==> config.mk <==
export PLATFORM = sky130hd
export DESIGN_NAME = gpio_in_filter
export DESIGN_NICKNAME = d
export VERILOG_FILES = /design/src/rtl/gpio_in_filter.sv
export SDC_FILE = /design/constraint.sdc
export NUM_CORES = 1
export LEC_CHECK = 0
export CAP_MARGIN = 40
export CORE_ASPECT_RATIO = 1.25
export CORE_UTILIZATION = 45
export CTS_CLUSTER_DIAMETER = 60
export DETAILED_ROUTE_END_ITERATION = 12
export MAX_ROUTING_LAYER = met4
export PLACE_DENSITY = 0.84
export SLEW_MARGIN = 20
export SYNTH_ARGS = -nofsm -noshare
export SYNTH_HDL_FRONTEND = slang
export SYNTH_SLANG_ARGS = --single-unit
==> constraint.sdc <==
create_clock -name mclk -period 1.24 [get_ports mclk]
set_input_delay 0.372 -clock mclk [delete_from_list [all_inputs] [get_ports mclk]]
set_output_delay 0.372 -clock mclk [all_outputs]
set_load 0.005 [all_outputs]
==> src/rtl/gpio_in_filter.sv <==
// gpio_in_filter: 32-pin GPIO input conditioning.
// Each pad passes through a 2-flop synchroniser.
// With GPIO_DBNC_FILTER_EN defined, a per-pin counter debounce is compiled in.
// The debounce is clocked by a shared prescaler tick.
// Without the macro every pin is synchronised and registered only.
// In that build the debounce configuration inputs are ignored and dbnc_tick is tied low.
module gpio_in_filter (
    input  logic        mclk,
    input  logic        h_reset_n,
    input  logic [31:0] pad_gpio_in,
    input  logic [31:0] cfg_gpio_dbnc_en,
    input  logic [15:0] cfg_dbnc_prescale,
    input  logic [2:0]  cfg_dbnc_cnt,
    output logic [31:0] cfg_gpio_data_in,
    output logic [31:0] gpio_prev_indata,
    output logic        dbnc_tick
);

    localparam int unsigned NumPins = 32;

    logic [NumPins-1:0] sync1_q, sync1_d;
    logic [NumPins-1:0] sync2_q, sync2_d;
    logic [NumPins-1:0] data_q, data_d;
    logic [NumPins-1:0] prev_q, prev_d;

    // Synchroniser chain and one-cycle-delayed copy of the conditioned levels
    always_comb begin
        sync1_d = pad_gpio_in;
        sync2_d = sync1_q;
        prev_d  = data_q;
    end

    // Pin data registers; synchronous active-low reset
    always_ff @(posedge mclk) begin
        if (!h_reset_n) begin
            sync1_q <= '0;
            sync2_q <= '0;
            data_q  <= '0;
            prev_q  <= '0;
        end else begin
            sync1_q <= sync1_d;
            sync2_q <= sync2_d;
            data_q  <= data_d;
            prev_q  <= prev_d;
        end
    end

`ifdef GPIO_DBNC_FILTER_EN

    logic [15:0]             presc_q, presc_d;
    logic                    tick;
    logic [2:0]              cnt_lim;
    logic [NumPins-1:0][2:0] cnt_q, cnt_d;

    // Prescaler.
    // A count above a newly lowered limit wraps to 0 without a tick.
    // The tick is masked while reset is held.
    always_comb begin
        tick    = h_reset_n && (presc_q == cfg_dbnc_prescale);
        presc_d = (presc_q >= cfg_dbnc_prescale) ? 16'd0 : presc_q + 16'd1;
    end

    // Acceptance threshold N-1; a configured count of 0 behaves like 1
    always_comb begin
        cnt_lim = (cfg_dbnc_cnt == 3'd0) ? 3'd0 : cfg_dbnc_cnt - 3'd1;
    end

    // Per-pin debounce: count ticks while sync2 disagrees with the accepted level
    always_comb begin
        data_d = data_q;
        cnt_d  = cnt_q;
        for (int i = 0; i < NumPins; i++) begin
            if (!cfg_gpio_dbnc_en[i]) begin
                data_d[i] = sync2_q[i];
                cnt_d[i]  = 3'd0;
            end else if (sync2_q[i] == data_q[i]) begin
                cnt_d[i] = 3'd0;
            end else if (tick) begin
                // >= also covers a threshold lowered mid-count, keeping cnt <= 6
                if (cnt_q[i] >= cnt_lim) begin
                    data_d[i] = sync2_q[i];
                    cnt_d[i]  = 3'd0;
                end else begin
                    cnt_d[i] = cnt_q[i] + 3'd1;
                end
            end
        end
    end

    // Prescaler and counter state
    always_ff @(posedge mclk) begin
        if (!h_reset_n) begin
            presc_q <= '0;
            cnt_q   <= '0;
        end else begin
            presc_q <= presc_d;
            cnt_q   <= cnt_d;
        end
    end

    assign dbnc_tick = tick;

`else

    logic unused_cfg;

    // Filter compiled out: every pin registers its synchronised level
    always_comb begin
        data_d = sync2_q;
    end

    assign unused_cfg = ^{cfg_gpio_dbnc_en, cfg_dbnc_prescale, cfg_dbnc_cnt};
    assign dbnc_tick  = 1'b0;

`endif

    assign cfg_gpio_data_in = data_q;
    assign gpio_prev_indata = prev_q;

endmodule

==> impl_metrics.toml <==
[finish]
final_cells = 480
mostFrequentLayoutCell = "and2_1"
final_cell_mix = "101 x and2_1, 87 x dfxtp_1, 41 x dfxtp_2, 35 x buf_2, 32 x clkdlybuf4s50_1"
final_nets = 460
nFillCells = 556
final_cell_area_um2 = 4990
drive_above_1_share = 0.430
area_growth_syn_to_layout_pct = 40.1
diodes = 0

[global_routing]
grt_busiest_layer = "met2"
gr-usage-met3 = 0.0396
antenna_found_initial = 0
met1_usage = 0.154
grt_start_max_net_pins = 71
grt_pass1_wl_um = 8950
grt-ovfl-total = 0
globalRouteMet2Util = 0.267
grt_usage = 0.156
grt_pass1_vias = 1941

[worst_setup_path]
critical_path.top_delay_family = "flip-flops"
worstPathCellList = "buf_2"
ff2ff_setup_slack_ps = 630
worst_path_largest_cell_delay_ps = 320
start_kind = "register"
r2r_cells = 1
critical_path_buf_inv_count = 1
worstPathArrival_ps = 930
cp_slowest_cell = "dfxtp_2"
timing.rr.end = "gpio_prev_indata[31]$_SDFF_PN0_"
r2r-start = "cfg_gpio_data_in[31]$_SDFF_PN0_"
end_kind = "primary output"
worstPathRequired_ps = 870
critPathMaxFanout = 2
worstSetupPathType = "register to primary output"

[yosys]
ys_seq_area_frac = 0.719
synth.area.top_cells = "dfxtp_1 72%, and2_1 18%, and2_2 5.7%"
synth_compound_area_frac = 0
synth_top_area_frac = 0.719
ys_warn_count = 0
syn_nets = 357
syn_inst = 272
syn_avg_cell_area_um2 = 13.1
yosysTopAreaCell = "dfxtp_1"
synth_cell_types = 7
synth-simple-area-share = 0.234
synthMuxAreaShare = 0
ys_seq_elements = 128
synth_fa_ha_area_frac = 0
synth_top_family_by_area = "simple AND/OR/NAND/NOR gates"
synth-xor-area-share = 0
syn_area_um2 = 3560

[clock_network]
clk_latency_ps = 490
cts.sinks = 128
htreeDepth = 4
numCtsBuffers = 17
holdBufCountCts = 0
clkSlewWorstSetupHoldPaths_ps = 60
clk_path_buf_depth = 2
postCtsSetupBuffers = 0
cts_root_buffer = "clkbuf_8"
cts_tree = "yes"

[sta]
finalHoldViolCount = 0
setup_viol = 64
finalWorstSetupSlack_ps = -62.8
whs_ps = 372
slew_viol_final = 0
clock_skew_ps = 5.42
rsz0062_at_grt = "true"
layout_worst_path_cycle_share = 1.05
fmax_ghz = 0.768
fin_crit_ps = 1300

[die]
start_util = 0.473
row_count = 35
fp.dieW_um = 81.6
dieArea_um2 = 8280
die_y_um = 101
boundaryPins = 150
core-area_um2 = 7530

[routing]
first_pass_iters = 4
route.vias.total = 2007
routed_via_density = 4.18
detail-route-antenna-nets = 0
drc = 0
wl_per_cell_um = 11.8
first_iter_violations = 63
wl_um = 5660

[power]
switchingPower_mw = 2.01
irDropWorstVdd_mv = 1.33
p_seq_frac = 0.474
power.share.clock = 0.488
p_sw_frac = 0.221
comb_power_share = 0.037
power.density_nw_per_um2 = 1820
p_int_mw = 7.06
p_leak_nw = 2.23

[min_path]
hold_path_end = "cfg_gpio_data_in[17]$_SDFF_PN0_"
min_path_type = "input port to register"
min_from = "h_reset_n"
min_path_cells = 3

[run]
drv_cap = 0

[run_status]
status = "finished, violations left"
violations = "setup timing"

[placement]
dp.cells = 448
dpl_cell_area_um2 = 4520
numPortBuffers = 97
pre_cts_ws_ps = 23.2
gp_congestion = 0.693
[worst max-delay path by stage]
stage	cells after the start	slack, ps	end	startpoint
2_1_floorplan	3	330	sync1_q[10]$_SDFF_PN0_	h_reset_n
3_3_place_gp	1	20	cfg_gpio_data_in[30]	cfg_gpio_data_in[30]$_SDFF_PN0_
3_5_place_dp	1	20	cfg_gpio_data_in[30]	cfg_gpio_data_in[30]$_SDFF_PN0_
4_1_cts	1	-100	cfg_gpio_data_in[28]	cfg_gpio_data_in[28]$_SDFF_PN0_
5_1_grt	1	-120	cfg_gpio_data_in[31]	cfg_gpio_data_in[31]$_SDFF_PN0_
6_report	1	-60	cfg_gpio_data_in[31]	cfg_gpio_data_in[31]$_SDFF_PN0_
[cell usage after synthesis]
library cell  count
dfxtp_1         128
buf_6            13
conb_1            1
clkbuf_4          1
and2_1          101
and2_2           27
buf_4             1
[per-layer routing]
metal | part of all wire | wire [um]
met5 | 0 | 0
met1 | 0.39 | 2200
met4 | 0.019 | 110
met2 | 0.55 | 3100
met3 | 0.044 | 251
[registers in the layout, indices dropped and copies added, names as in the netlist]
register / flops
data_d: 32
gpio_prev_indata: 32
sync1_q: 32
cfg_gpio_data_in: 32
[logic make-up after synthesis]
family | Yosys count
and+or+nand+nor | 128
DFF | 128
buffers and inverters | 15
other | 1
[layout make-up]
type                            instances  area [um2]  area share
Timing Repair Buffer                   99         873       0.175
Multi-Input combinational cell        129         838       0.168
Tap cell                               92         115      0.0231
Sequential cell                       128        2610       0.524
Clock inverter                         14         121      0.0243
Clock buffer                           18         428      0.0858
[timing repair]
action	in CTS	in global routing
endpoints found under the setup margin	64	64
gates resized for setup	301	20
pin swaps	0	0
[metrics by stage]
| step | setup TNS, ps | util | total power, mW |
|---|---|---|---|
| floorplan | 0 | - | 4.55 |
| finish | -2920 | 0.662 | 9.07 |
| detailed placement | 0 | 0.600 | 4.74 |
| CTS | -4940 | 0.650 | 9.15 |
| global route | -5550 | 0.662 | 9.40 |
| global placement | 0 | 0.600 | 4.72 |
[power by group through the flow]
stage                     sequential (mW)  clock [mW]  combinational (mW)
after floorplan                      4.38           0               0.171
final                                4.30        4.43               0.336
after global routing                 4.31        4.71               0.374
after CTS                            4.30        4.51               0.334
after detailed placement             4.38           0               0.357
after global placement               4.37           0               0.348
Power figures use the tool's default switching activity.
